## config.mk

```make
export PLATFORM = sky130hd
export DESIGN_NAME = chime_sequencer
export DESIGN_NICKNAME = d
export VERILOG_FILES = /design/src/rtl/chime_pkg.sv /design/src/rtl/tone_gen.sv /design/src/rtl/chime_sequencer.sv
export SDC_FILE = /design/constraint.sdc
export NUM_CORES = 1
export LEC_CHECK = 0
export BUFFER_PORTS_ARGS = -buffer_cell sky130_fd_sc_hd__buf_2
export CAP_MARGIN = 20
export CELL_PAD_IN_SITES_DETAIL_PLACEMENT = 1
export CELL_PAD_IN_SITES_GLOBAL_PLACEMENT = 2
export CORE_MARGIN = 2
export CORE_UTILIZATION = 33
export DETAILED_ROUTE_END_ITERATION = 7
export GPL_ROUTABILITY_DRIVEN = 0
export GPL_TIMING_DRIVEN = 0
export PLACE_DENSITY = 0.79
export SLEW_MARGIN = 30
export SYNTH_ARGS = -nofsm -noshare
export SYNTH_HDL_FRONTEND = slang
export SYNTH_SLANG_ARGS = --single-unit
```

## constraint.sdc

```tcl
create_clock -name clk -period 2.15 [get_ports clk]
set_clock_uncertainty 0.1 [all_clocks]
set_input_delay 0 -clock clk [delete_from_list [all_inputs] [get_ports clk]]
set_output_delay 0 -clock clk [all_outputs]
set_load 0.02 [all_outputs]
```

## src/rtl/chime_pkg.sv

```systemverilog
// Shared state encoding and mode constants for the chime sequencer and its tone generator.
package chime_pkg;

  typedef enum logic [1:0] {
    S_IDLE = 2'd0,
    S_ON   = 2'd1,
    S_OFF  = 2'd2
  } state_t;

  localparam logic MODE_COUNT = 1'b0;
  localparam logic MODE_CONT  = 1'b1;

endpackage

```

## src/rtl/tone_gen.sv

```systemverilog
// Square-wave tone source: toggles every TONE_HALF enabled cycles, restart forces the high phase.
module tone_gen #(
  parameter int TONE_HALF = 25_000
) (
  input  logic clk,
  input  logic rst,
  input  logic restart,
  input  logic en,
  output logic tone
);

  localparam int DW = (TONE_HALF > 1) ? $clog2(TONE_HALF) : 1;
  localparam logic [DW-1:0] DIV_LAST = DW'(TONE_HALF - 1);

  logic [DW-1:0] div;

  always_ff @(posedge clk) begin
    if (!rst) begin
      div  <= '0;
      tone <= 1'b0;
    end else if (restart) begin
      div  <= '0;
      tone <= 1'b1;
    end else if (en) begin
      if (div == DIV_LAST) begin
        div  <= '0;
        tone <= ~tone;
      end else begin
        div <= div + DW'(1);
      end
    end
  end

endmodule

```

## src/rtl/chime_sequencer.sv

```systemverilog
// Beep-train generator: counted chime or continuous alarm bursts separated by silent gaps.
module chime_sequencer
  import chime_pkg::*;
#(
  parameter int COUNT_W   = 5,
  parameter int ON_CYC    = 50_000_000,
  parameter int OFF_CYC   = 50_000_000,
  parameter int TONE_HALF = 25_000
) (
  input  logic               clk,
  input  logic               rst,
  input  logic               start,
  input  logic               mode,
  input  logic [COUNT_W-1:0] count,
  input  logic               stop,
  output logic               buzz_out,
  output logic               beep_active,
  output logic               busy,
  output logic               done,
  output logic [COUNT_W-1:0] beeps_left
);

  localparam int MAX_CYC = (ON_CYC > OFF_CYC) ? ON_CYC : OFF_CYC;
  localparam int CW      = $clog2(MAX_CYC + 1);
  localparam logic [CW-1:0] ON_LAST  = CW'(ON_CYC - 1);
  localparam logic [CW-1:0] OFF_LAST = CW'(OFF_CYC - 1);

  state_t             state, state_nx;
  logic [CW-1:0]      cyc;
  logic               mode_q;
  logic               done_nx;
  logic               load;
  logic               cyc_end;
  logic               restart;
  logic               tone;

  always_ff @(posedge clk) begin
    if (!rst) state <= S_IDLE;
    else      state <= state_nx;
  end

  // stop overrides every transition, including a start seen in IDLE
  always_comb begin
    state_nx = state;
    load     = 1'b0;
    done_nx  = 1'b0;
    cyc_end  = ((state == S_ON) && (cyc == ON_LAST)) ||
               ((state == S_OFF) && (cyc == OFF_LAST));
    if (stop) begin
      state_nx = S_IDLE;
    end else begin
      case (state)
        S_IDLE: begin
          if (start) begin
            if (mode == MODE_CONT || count != '0) begin
              state_nx = S_ON;
              load     = 1'b1;
            end else begin
              done_nx = 1'b1;
            end
          end
        end
        S_ON: begin
          if (cyc_end) begin
            if (mode_q == MODE_CONT || beeps_left > COUNT_W'(1)) begin
              state_nx = S_OFF;
            end else begin
              state_nx = S_IDLE;
              done_nx  = 1'b1;
            end
          end
        end
        S_OFF: begin
          if (cyc_end) state_nx = S_ON;
        end
        default: state_nx = S_IDLE;
      endcase
    end
  end

  always_ff @(posedge clk) begin
    if (!rst) begin
      cyc        <= '0;
      mode_q     <= MODE_COUNT;
      beeps_left <= '0;
      done       <= 1'b0;
    end else begin
      done <= done_nx;
      // cycle counter restarts on every state change and parks at its terminal value
      if (state_nx != state || state == S_IDLE) cyc <= '0;
      else if (!cyc_end)                         cyc <= cyc + CW'(1);

      if (stop) begin
        beeps_left <= '0;
      end else if (load) begin
        mode_q     <= mode;
        beeps_left <= (mode == MODE_CONT) ? '0 : count;
      end else if (state == S_ON && cyc_end && mode_q == MODE_COUNT) begin
        beeps_left <= beeps_left - COUNT_W'(1);
      end
    end
  end

  assign restart     = (state_nx == S_ON) && (state != S_ON);
  assign beep_active = (state == S_ON);
  assign busy        = (state != S_IDLE);
  assign buzz_out    = beep_active & tone;

  tone_gen #(
    .TONE_HALF(TONE_HALF)
  ) u_tone (
    .clk    (clk),
    .rst    (rst),
    .restart(restart),
    .en     (beep_active),
    .tone   (tone)
  );

endmodule
```

Word-level counts from Yosys, hierarchy flattened
Index checks and enable logic that the tools add are counted.
{"block": "word_totals", "inputBits": 10, "reg_bits": 51}
{"block": "classes", "n_mux": 23, "addsub": 3, "eq_ne": 7, "n_reduce_logical": 20, "bitwise": 5, "order_cmp": 1}
{"cell": "$add 26x1->26 const B", "n": 1}
{"cell": "$eq 26x26->1 const B", "n": 1}
{"cell": "$add 15x1->15 const B", "n": 1}
{"cell": "$eq 15x15->1 const B", "n": 1}
{"cell": "$mux 15", "n": 1}
{"cell": "$mux 5", "n": 3}
{"cell": "$mux 2", "n": 6}
{"cell": "$mux 1", "n": 11}
{"cell": "$reduce_bool 2->1", "n": 4}
{"cell": "$pmux 2 s3", "n": 1}
{"cell": "$reduce_or 2->1", "n": 3}
{"cell": "$gt 5x1->1 const B", "n": 1}
{"cell": "$logic_and 1x1->1", "n": 5}
{"cell": "$reduce_bool 5->1", "n": 1}
{"cell": "$sub 5x1->5 const B", "n": 1}
{"cell": "$eq 2x1->1 const B", "n": 2}
{"cell": "$logic_or 1x1->1", "n": 4}
{"cell": "$not 1->1", "n": 4}
{"cell": "$reduce_and 2->1", "n": 2}
{"cell": "$eq 2x2->1 const B", "n": 1}
{"cell": "$logic_not 2->1", "n": 1}
{"cell": "$ne 2x1->1 const B", "n": 1}
{"cell": "$ne 2x2->1", "n": 1}
{"cell": "$pmux 1 s2", "n": 1}
{"cell": "$and 1x1->1", "n": 1}

Depth between registers and ports, before layout
Gate-level depths: netlist of the first run.
{"block": "depth", "ltp_word": 10, "mapped_depth": 9, "mapped_depth_nobuf": 7}

Modules after synthesis
A second synthesis of the first run with hierarchy kept.
{"block": "unflattened", "hier_cells": 280, "hier_area_um2": 2783.9}
{"module": "chime_sequencer", "seq_area_each_um2": 700.7, "n_inst": 1, "area_per_inst_um2": 2040.7, "cells_per_inst": 200}
{"module": "tone_gen", "seq_area_each_um2": 320.3, "n_inst": 1, "area_per_inst_um2": 743.2, "cells_per_inst": 80}

Worst setup path after synthesis of the first run
OpenSTA, ideal clock, no wires.
{"block": "synth_timing", "path_kind": "register to register", "startpoint": "register cyc[7]", "endpoint": "register cyc[14]", "t_arrival_ps": 1831, "path_stages_with_launch": 8, "period_less_slack_ps": 2056, "t_required_ps": 1925, "path_slack_ps": 94, "path_cell_list": "dfxtp_1 nor4_1 nand2_1 or4_1 clkbuf_2 nand2_1 buf_4 a21oi_1"}
{"block": "synth_between", "elab_chain_cells": 9, "word_cells_on_any_way": 12, "cone_classes": "add/sub: 1; eq/ne: 2; mux: 4; reduce/logical: 5"}
{"element": "start: declaration", "line_no": "chime_sequencer.sv:29", "text": "logic [CW-1:0] cyc;"}
{"element": "start signal: assignment", "line_no": "chime_sequencer.sv:91", "text": "else if (!cyc_end) cyc <= cyc + CW'(1);"}
{"element": "$eq 26x26->1", "line_no": "chime_sequencer.sv:47, chime_sequencer.sv:48"}
{"element": "$logic_and 1x1->1, on equally long branches", "line_no": "chime_sequencer.sv:47, chime_sequencer.sv:48"}
{"element": "$logic_or 1x1->1", "line_no": "chime_sequencer.sv:47", "text": "cyc_end = ((state == S_ON) && (cyc == ON_LAST)) ||"}
{"element": "$mux 2, on equally long branches", "line_no": "chime_sequencer.sv:74, chime_sequencer.sv:64"}
{"element": "$pmux 2 s3", "line_no": "chime_sequencer.sv:52", "text": "case (state)"}
{"element": "$mux 2", "line_no": "chime_sequencer.sv:49", "text": "if (stop) begin"}
{"element": "$ne 2x2->1", "line_no": "chime_sequencer.sv:90", "text": "if (state_nx != state || state == S_IDLE) cyc <= '0;"}
{"element": "$logic_or 1x1->1", "line_no": "chime_sequencer.sv:90"}
{"element": "$reduce_or 2->1 (no source line)"}
Parallel ways exist; a longest one is shown, timed or not.
A chain may end at the register's enable or synchronous reset.

Final worst setup path of the first run
{"block": "layout_timing", "startpoint": "register cyc[5]", "endpoint": "register cyc[24]"}
The elaborated chain is that of the path after synthesis.

==> results of run 1 <==
power by group through the flow:
| stage | sequential (mW) | clock, mW | combinational, mW |
|---|---|---|---|
| after floorplan | 0.984 | 0 | 0.0763 |
| after global placement | 0.983 | 0 | 0.117 |
| after detailed placement | 0.983 | 0 | 0.119 |
| after CTS | 0.960 | 0.604 | 0.133 |
| after global routing | 0.956 | 0.637 | 0.150 |
| final | 0.954 | 0.577 | 0.134 |
area by class of cell:
cell class | instances | share of cell area (%)
Inverter | 11 | 1.29
Clock inverter | 1 | 0.156
Timing Repair Buffer | 36 | 7.67
Buffer | 9 | 2.35
Sequential cell | 51 | 32.9
Clock buffer | 6 | 2.58
Tap cell | 102 | 3.99
Multi-Input combinational cell | 238 | 49.0
layout by cell type (no fill, tap or decap), types with 10 or more instances in the layout:
cell type	count
xor2_1	18
o21ai_0	10
nand2_1	26
buf_2	21
buf_4	11
nor2_1	37
nand3_1	18
nand4_1	10
dfxtp_1	37
xnor2_1	13
inv_1	10
nor3_1	10
a21oi_1	15
worst paths after layout:
check | endpoint | cells past startpoint | slack (ns)
setup reg to reg | cyc[24] | 6 | 0.05
setup / recovery | cyc[24] | 6 | 0.05
hold reg to reg | cyc[0] | 1 | 0.36
hold / removal | done | 4 | 0.05
sequential cells by signal, indices dropped and copies added, names as in the netlist:
| register | count |
|---|---|
| beeps_left | 5 |
| u_tone.div | 15 |
| u_tone.tone | 1 |
| state | 2 |
| mode_q | 1 |
| done | 1 |
| cyc | 26 |
critical path: cells and delay by family (launching register included):
family	cells	cell delay [ns]
compound gates	1	0.14
buf+inv	1	0.17
flops	1	0.38
simple gates	4	1.25
logic make-up after synthesis:
group / Yosys count / share of synthesized area [%]
xor gates and xnor gates: 31 / 10.5
and+or+nand+nor: 159 / 32.9
muxes: 3 / 1.21
AOI/OAI and AO/OA: 41 / 10.3
adders and majority gates: 4 / 1.94
DFF: 51 / 39.5
buffers and inverters: 21 / 3.63
repair_timing:
item                                    in CTS  in global routing
hold buffers                                 8                  0
hold endpoints to repair                     8                  0
cloned                                       0                  0
buffers inserted                             2                  8
endpoints found under the setup margin      45                 40
pin swaps                                    1                  7
gates resized for setup                     29                 22
metal layers:
| metal | up-vias | global-route usage, % | wire, microns |
|---|---|---|---|
| met1 | 1094 | 20.8 | 3040 |
| li1 | 1180 | - | - |
| met5 | - | 0 | 0 |
| met4 | 0 | 3.36 | 56 |
| met3 | 4 | 2.77 | 143 |
| met2 | 27 | 28.4 | 3200 |
stage by stage:
stage | setup slack [ns] | power (mW) | cells | TNS [ns]
2_1_floorplan | 0.0942 | 1.06 | 310 | 0
3_3_place_gp | -0.477 | 1.10 | 430 | -9.69
3_5_place_dp | -0.465 | 1.10 | 430 | -11.53
4_1_cts | -0.00847 | 1.70 | 446 | -0.00847
5_1_grt | -0.0165 | 1.74 | 454 | -0.0165
6_report | 0.0478 | 1.66 | 454 | 0
==> summary.txt, run 1 <==
Run status
  • Run status: completed

Clocking
  • Clock network latency to the later pin of the worst-skew pair: 0.31 ns
  • Clock slew at reported path FFs: 0.10 ns
  • Buffer type at the clock tree root: clkbuf_8
  • # clock sinks: 51
  • TritonCTS buffer count: 5
  • CTS tree: yes
  • CTS Buffer Depth: 2
  • Count of H-tree levels built during CTS: 2

STA
  • Clock period minus worst slack: 2.10 ns
  • Slew @ Worst Pin: 0.581 ns
  • RSZ-0062 raised after global routing: true
  • Hold Vio Cnt, Final: 0
  • Hold WS: 0.0463 ns
  • Final count of negative-setup-slack endpoints: 0
  • Worst slew slack as a fraction of its limit: 60.9%
  • Number of max-slew violations in the final report: 0
  • Max Clk Rate: 0.476 GHz
  • Tcrit/Tclk final: 97.8%

Power
  • Static leakage: 1.07 nW
  • Clk pwr share: 34.7%
  • Worst voltage drop across the vdd grid: 0.000225 V
  • Switching power share of the total: 24.7%
  • Power share of the combinational group: 8.1%
  • Total internal power: 1.25 mW
  • Portion of total power attributed to sequential cells: 57.3%
  • Power Density: 520 nW/um^2
  • Net load switching power: 0.411 mW

Synthesis
  • Flip-flop and latch count after synthesis: 51
  • Number of distinct library cells after synthesis: 48
  • Most used flip-flop cell after synthesis: dfxtp_1
  • Leading post-synthesis cells by cell area: dfxtp_1, xor2_1, nor2_1
  • Number of flops mapped to enable cells by yosys: 0
  • Cell type contributing the most total cell area after synthesis: dfxtp_1
  • Area share of the largest cell type after synthesis: 39.5%
  • Mean post-synth cell area: 8.33 sq um
  • Synthesized net count: 324
  • Share of synthesized registers carrying an async set or reset: 0%
  • Syn Std Cell Area: 2580 sq um
  • Yosys Warn Count: 0
  • Top-count cell post-synth: dfxtp_1
  • Post-synthesis cell count: 310
  • Sequential area share after synthesis: 39.5%
  • Most used standard cells in the synthesized netlist: dfxtp_1, nor2_1, nand2_1, nand3_1, xor2_1

Die
  • Starting density of the core: 33.8%
  • Chip height: 92.5 microns
  • Cell row count: 32
  • Floorplan die area: 8550 sq um
  • Die extent in x: 92.5 microns
  • I/O Pins: 19
  • Standard cell core area: 7650 sq um

Global route
  • Number of global-route vias before repair: 2416
  • Antenna violations before repair: 0
  • Remaining Overflow, GRT: 0
  • Maximum number of pins on one net before global-route repair: 15
  • Global-route wire length before repair: 11300 microns
  • Combined global-route utilization of all metal layers: 16.2%

Setup path
  • CP Class: flip-flop to flip-flop
  • Startpoint class of the critical path: flip-flop
  • Critical-path maximum fanout: 9
  • Series of cell instances along the critical path: nand3_2 -> or3_1 -> buf_2 -> or3_4 -> or4_4 -> a21oi_2
  • Worst setup path startpoint: cyc[5]
  • Worst reg2reg path startpoint: cyc[5]
  • Required time worst endpoint: 2.30 ns
  • Capturing element type of the critical path: flip-flop
  • CP max-delay cell: or4_4
  • Arrival time of data at the critical path endpoint: 2.25 ns
  • Critical Path Max Stage Delay: 0.43 ns

Final layout
  • Post-synthesis to final-layout area growth: 23.8%
  • Summed area of non-filler cells in the final layout: 3200 sq um
  • Register area: 1050 sq um
  • Post-Route Utilization: 41.8%
  • Combined area of the multi-input logic cells: 1570 sq um
  • Fraction of layout instances using a drive strength above 1: 23.6%
  • ANT cells: 0
  • Final-layout fill cell count: 923
  • Layout net count: 366

Min path
  • Hold Crit Start: start
  • Worst hold-check path type: input pin to flip-flop

Place
  • Hpwl dp: 4670 microns
  • IO Port Bufs: 18
  • Standard cell area after detailed placement: 2800 sq um

Route
  • DR WL/cell: 14.2 microns
  • Remaining antenna violation count after routing: 0
  • Via count: 2305
  • Drt initial violations: 59
  • Total Wirelength: 6440 microns
  • Detailed-route vias per instance: 5.08
  • Router iterations before antenna repair: 4
  • Number of DRC violations after detailed routing: 0

Flow run
  • Number of max-cap violations: 0
No activity file was read; power rests on OpenSTA's default activity.
==> inputs of run 2 (changes only) <==
- CORE_UTILIZATION: 33 -> 35
- GPL_TIMING_DRIVEN: 0 -> not set
- PLACE_DENSITY: 0.79 -> 0.78
- SYNTH_HIERARCHICAL: not set -> 1
- clock period: 2.15 -> 1.9 ns (I/O delays scaled with it)
==> run 2 against run 1 <==
  * Register-to-register slack got worse by 0.10 ns
  * Sequential share of layout area decreased by 4.3 points
  * Hold slack got worse by 0.035 ns
  * Critical path depth decreased by 2
  * Synthesized cell count decreased by 9.7%
  * Via count decreased by 3.3%
  * Maximum frequency increased by 7.6%
  * Critical path type unchanged
  * Cell area increased by 12%
  * The run now ends with setup timing left
  * Sequential cell count unchanged
  * Largest cell class unchanged
==> summary.txt, run 2 <==
Setup path
  • Arrival time of data at the critical path endpoint: 2.07 ns (was 2.25 ns)
  • Critical-path maximum fanout: 3 (was 9)
  • CP Class: flip-flop to flip-flop (unchanged)
  • Startpoint class of the critical path: flip-flop (unchanged)
  • Required time worst endpoint: 2.01 ns (was 2.30 ns)
  • Capturing element type of the critical path: flip-flop (unchanged)

Synthesis
  • Cell type contributing the most total cell area after synthesis: dfxtp_1 (unchanged)
  • Syn Std Cell Area: 2780 sq um (was 2580 sq um)
  • Number of distinct library cells after synthesis: 54 (was 48)
  • Flip-flop and latch count after synthesis: 51 (unchanged)
  • Yosys Warn Count: 6 (was 0)
  • Most used flip-flop cell after synthesis: dfxtp_1 (unchanged)
  • Mux cell area share after synthesis: 1.08% (was 1.21%)
  • Simple logic cell fraction of the synthesized area: 38.4% (was 32.9%)
  • Number of flops mapped to enable cells by yosys: 0 (unchanged)
  • Sequential area share after synthesis: 36.7% (was 39.5%)
  • Leading post-synthesis cells by cell area: dfxtp_1, nor2_4, xor2_1 (was dfxtp_1, xor2_1, nor2_1)
  • Most used standard cells in the synthesized netlist: dfxtp_1, nor2_1, xor2_1, xnor2_1, nor2_4 (was dfxtp_1, nor2_1, nand2_1, nand3_1, xor2_1)
  • Mean post-synth cell area: 9.94 sq um (was 8.33 sq um)
  • Arithmetic-cell share of the synthesized area counting full adders, half adders and majority gates: 1.80% (was 1.94%)
  • Post-synthesis cell count: 280 (was 310)
  • Main combinational cell family by area after synthesis: simple AND/OR/NAND/NOR gates (unchanged)
  • Area share of the largest cell type after synthesis: 36.7% (was 39.5%)
  • Synthesized net count: 294 (was 324)
  • Fraction of the mapped netlist area in compound gates: 4.54% (was 10.3%)
  • Top-count cell post-synth: dfxtp_1 (unchanged)
  • Area share of xor/xnor cells in the synthesized design: 13.5% (was 10.5%)
  • Share of synthesized registers carrying an async set or reset: 0% (unchanged)

Place
  • Hpwl dp: 4600 microns (was 4670 microns)
  • Standard cell area after detailed placement: 3240 sq um (was 2800 sq um)
  • IO Port Bufs: 18 (unchanged)
  • Worst slack at placement: -0.107 ns (was -0.465 ns)

Clocking
  • TritonCTS buffer count: 5 (unchanged)
  • CTS Buffer Depth: 2 (unchanged)
  • CTS tree: yes (unchanged)
  • # clock sinks: 51 (unchanged)
  • Count of H-tree levels built during CTS: 2 (unchanged)
  • Clock network latency to the later pin of the worst-skew pair: 0.31 ns (about the same)
  • Clock slew at reported path FFs: 0.10 ns (about the same)
  • Buffer type at the clock tree root: clkbuf_8 (unchanged)

STA
  • Tcrit/Tclk final: 103% (was 97.8%)
  • Worst slew slack as a fraction of its limit: 69.4% (was 60.9%)
  • Slew @ Worst Pin: 0.452 ns (was 0.581 ns)
  • RSZ-0062 raised after global routing: true (unchanged)
  • Final count of negative-setup-slack endpoints: 1 (was 0)
  • Clock period minus worst slack: 1.95 ns (was 2.10 ns)
  • Hold Vio Cnt, Final: 0 (unchanged)
  • Number of max-slew violations in the final report: 0 (unchanged)
  • Hold WS: 0.0114 ns (was 0.0463 ns)
  • Max Clk Rate: 0.512 GHz (was 0.476 GHz)
  • Final Worst Setup Slack: -0.0544 ns (was 0.0478 ns)

Final layout
  • Largest registers ranked by flip-flop count: cyc: 26 flops, u_tone/div: 15 flops, beeps_left: 5 flops (was cyc: 26 flops, u_tone.div: 15 flops, beeps_left: 5 flops)
  • Summed area of non-filler cells in the final layout: 3590 sq um (was 3200 sq um)
  • Most common cell after layout, fill and taps aside: dfxtp_1
  • Layout net count: 362 (was 366)
  • Post-synthesis to final-layout area growth: 29.1% (was 23.8%)
  • Highest-count cells in the layout ignoring fill and taps: dfxtp_1, buf_4, nor2_1 (was nor2_1, dfxtp_1, nand2_1)
  • Biggest register: cyc (unchanged)
  • Max reg flops: 26 (unchanged)
  • Fraction of layout instances using a drive strength above 1: 39.5% (was 23.6%)
  • Final-layout fill cell count: 880 (was 923)
  • Post-Route Utilization: 46.5% (was 41.8%)
  • ANT cells: 0 (unchanged)

Power
  • Power Density: 562 nW/um^2 (was 520 nW/um^2)
  • Design Power: 2.02 mW (was 1.66 mW)
  • Worst voltage drop across the vdd grid: 0.000298 V (was 0.000225 V)
  • Static leakage: 1.28 nW (was 1.07 nW)

Die
  • Starting density of the core: 36.0% (was 33.8%)
  • Standard cell core area: 7730 sq um (was 7650 sq um)
  • Die extent in x: 93.2 microns (was 92.5 microns)
  • Cell row count: 32 (unchanged)
  • Chip height: 93.2 microns (was 92.5 microns)
  • Floorplan die area: 8680 sq um (was 8550 sq um)
  • I/O Pins: 19 (unchanged)

Route
  • Router iterations before antenna repair: 4 (unchanged)
  • Detailed-route vias per instance: 4.94 (was 5.08)
  • Met2 layer wire length in the routed design: 3310 microns (was 3200 microns)
  • Uppermost metal layer occupied by signal nets: met4 (unchanged)
  • Via count: 2228 (was 2305)
  • Number of DRC violations after detailed routing: 0 (unchanged)
  • DR WL/cell: 14.5 microns (was 14.2 microns)
  • Metal3 WL: 147 microns (was 143 microns)
  • Remaining antenna violation count after routing: 0 (unchanged)
  • Drt initial violations: 49 (was 59)
  • Met1 Wirelength: 3040 microns (about the same)
  • Total Wirelength: 6560 microns (was 6440 microns)

Global route
  • Maximum number of pins on one net before global-route repair: 27 (was 15)
  • Combined global-route utilization of all metal layers: 15.5% (was 16.2%)
  • Remaining Overflow, GRT: 0 (unchanged)
  • Number of global-route vias before repair: 2303 (was 2416)
  • Antenna violations before repair: 0 (unchanged)
  • Global-route wire length before repair: 10900 microns (was 11300 microns)

Run status
  • Run status: complete, but fails checks (was completed)
  • Failing checks: setup timing

Flow run
  • Number of max-cap violations: 0 (unchanged)

Min path
  • Worst hold-check path type: input pin to flip-flop (unchanged)
[run 2: cell types whose count changed in the layout (fill, tap and decap cells not counted), moves of 6 or more]
cell / previous run / this run
nor2_2: 0 / 8
nor3_1: 10 / 4
o21ai_0: 10 / 1
a21oi_1: 15 / 2
dfxtp_1: 37 / 45
nand2_1: 26 / 13
nor2_1: 37 / 24
or3_1: 8 / 1
buf_4: 11 / 43
nor2_4: 1 / 19
[run 2: path summary, 6_finish.rpt]
path                        from           to  slack [ns]  cells after the start
setup reg to reg  u_tone/div[12]  u_tone/tone       -0.05                      4
hold reg to reg          cyc[15]      cyc[15]        0.45                      2
setup / recovery  u_tone/div[12]  u_tone/tone       -0.05                      4
hold / removal              mode       mode_q        0.01                      4
[run 2: routing by layer]
metal  up-vias  GRT usage [%]
li1       1113              -
met1      1088           20.1
met5         -              0
met3         6           2.58
met4         0           4.04
met2        21           26.9
[run 2: cell families after synthesis]
family | count (synthesis)
multiplexers | 3
XOR/XNOR | 43
AO/OA/AOI/OAI | 14
AND/OR/NAND/NOR | 150
flip-flops | 51
adder cells (fa/ha/maj) | 4
buffers and inverters | 15
[run 2: stage by stage]
stage / cells / TNS, ns
6_report: 451 / -0.0544
5_1_grt: 451 / -0.614
4_1_cts: 449 / -0.0668
3_5_place_dp: 432 / -1.88
3_3_place_gp: 432 / -0.618
2_1_floorplan: 280 / 0
[run 2: timing repair]
item / CTS / global route
hold buffers: 7 / 0
gates resized for setup: 13 / 17
buffers inserted: 1 / 1
pin swaps: 14 / 13
cloned: 1 / 1
endpoints found under the hold margin: 18 / 0
setup endpoints to repair: 45 / 47
[run 2: layout make-up]
type	count	area, sq um	share of cell area [%]
Multi-Input combinational cell	215	1780	49.4
Timing Repair Buffer	70	528	14.7
Sequential cell	51	1030	28.7
Clock buffer	5	68.8	1.91
Tap cell	102	128	3.55
Clock inverter	3	43.8	1.22
Inverter	5	18.8	0.522
[run 2: worst max-delay path, stage by stage, from the launching register on]
cell     delay (ns)
dfxtp_1        0.32
or4bb_1        0.52
or4_4          0.60
xnor2_2        0.16
o21a_1         0.16
[run 2: power breakdown]
group	internal [mW]	leakage, nW	switching (mW)
combinational	0.0687	0.804	0.0823
clock	0.393	0.0581	0.392
sequential	1.07	0.415	0.00782
total	1.54	1.28	0.482
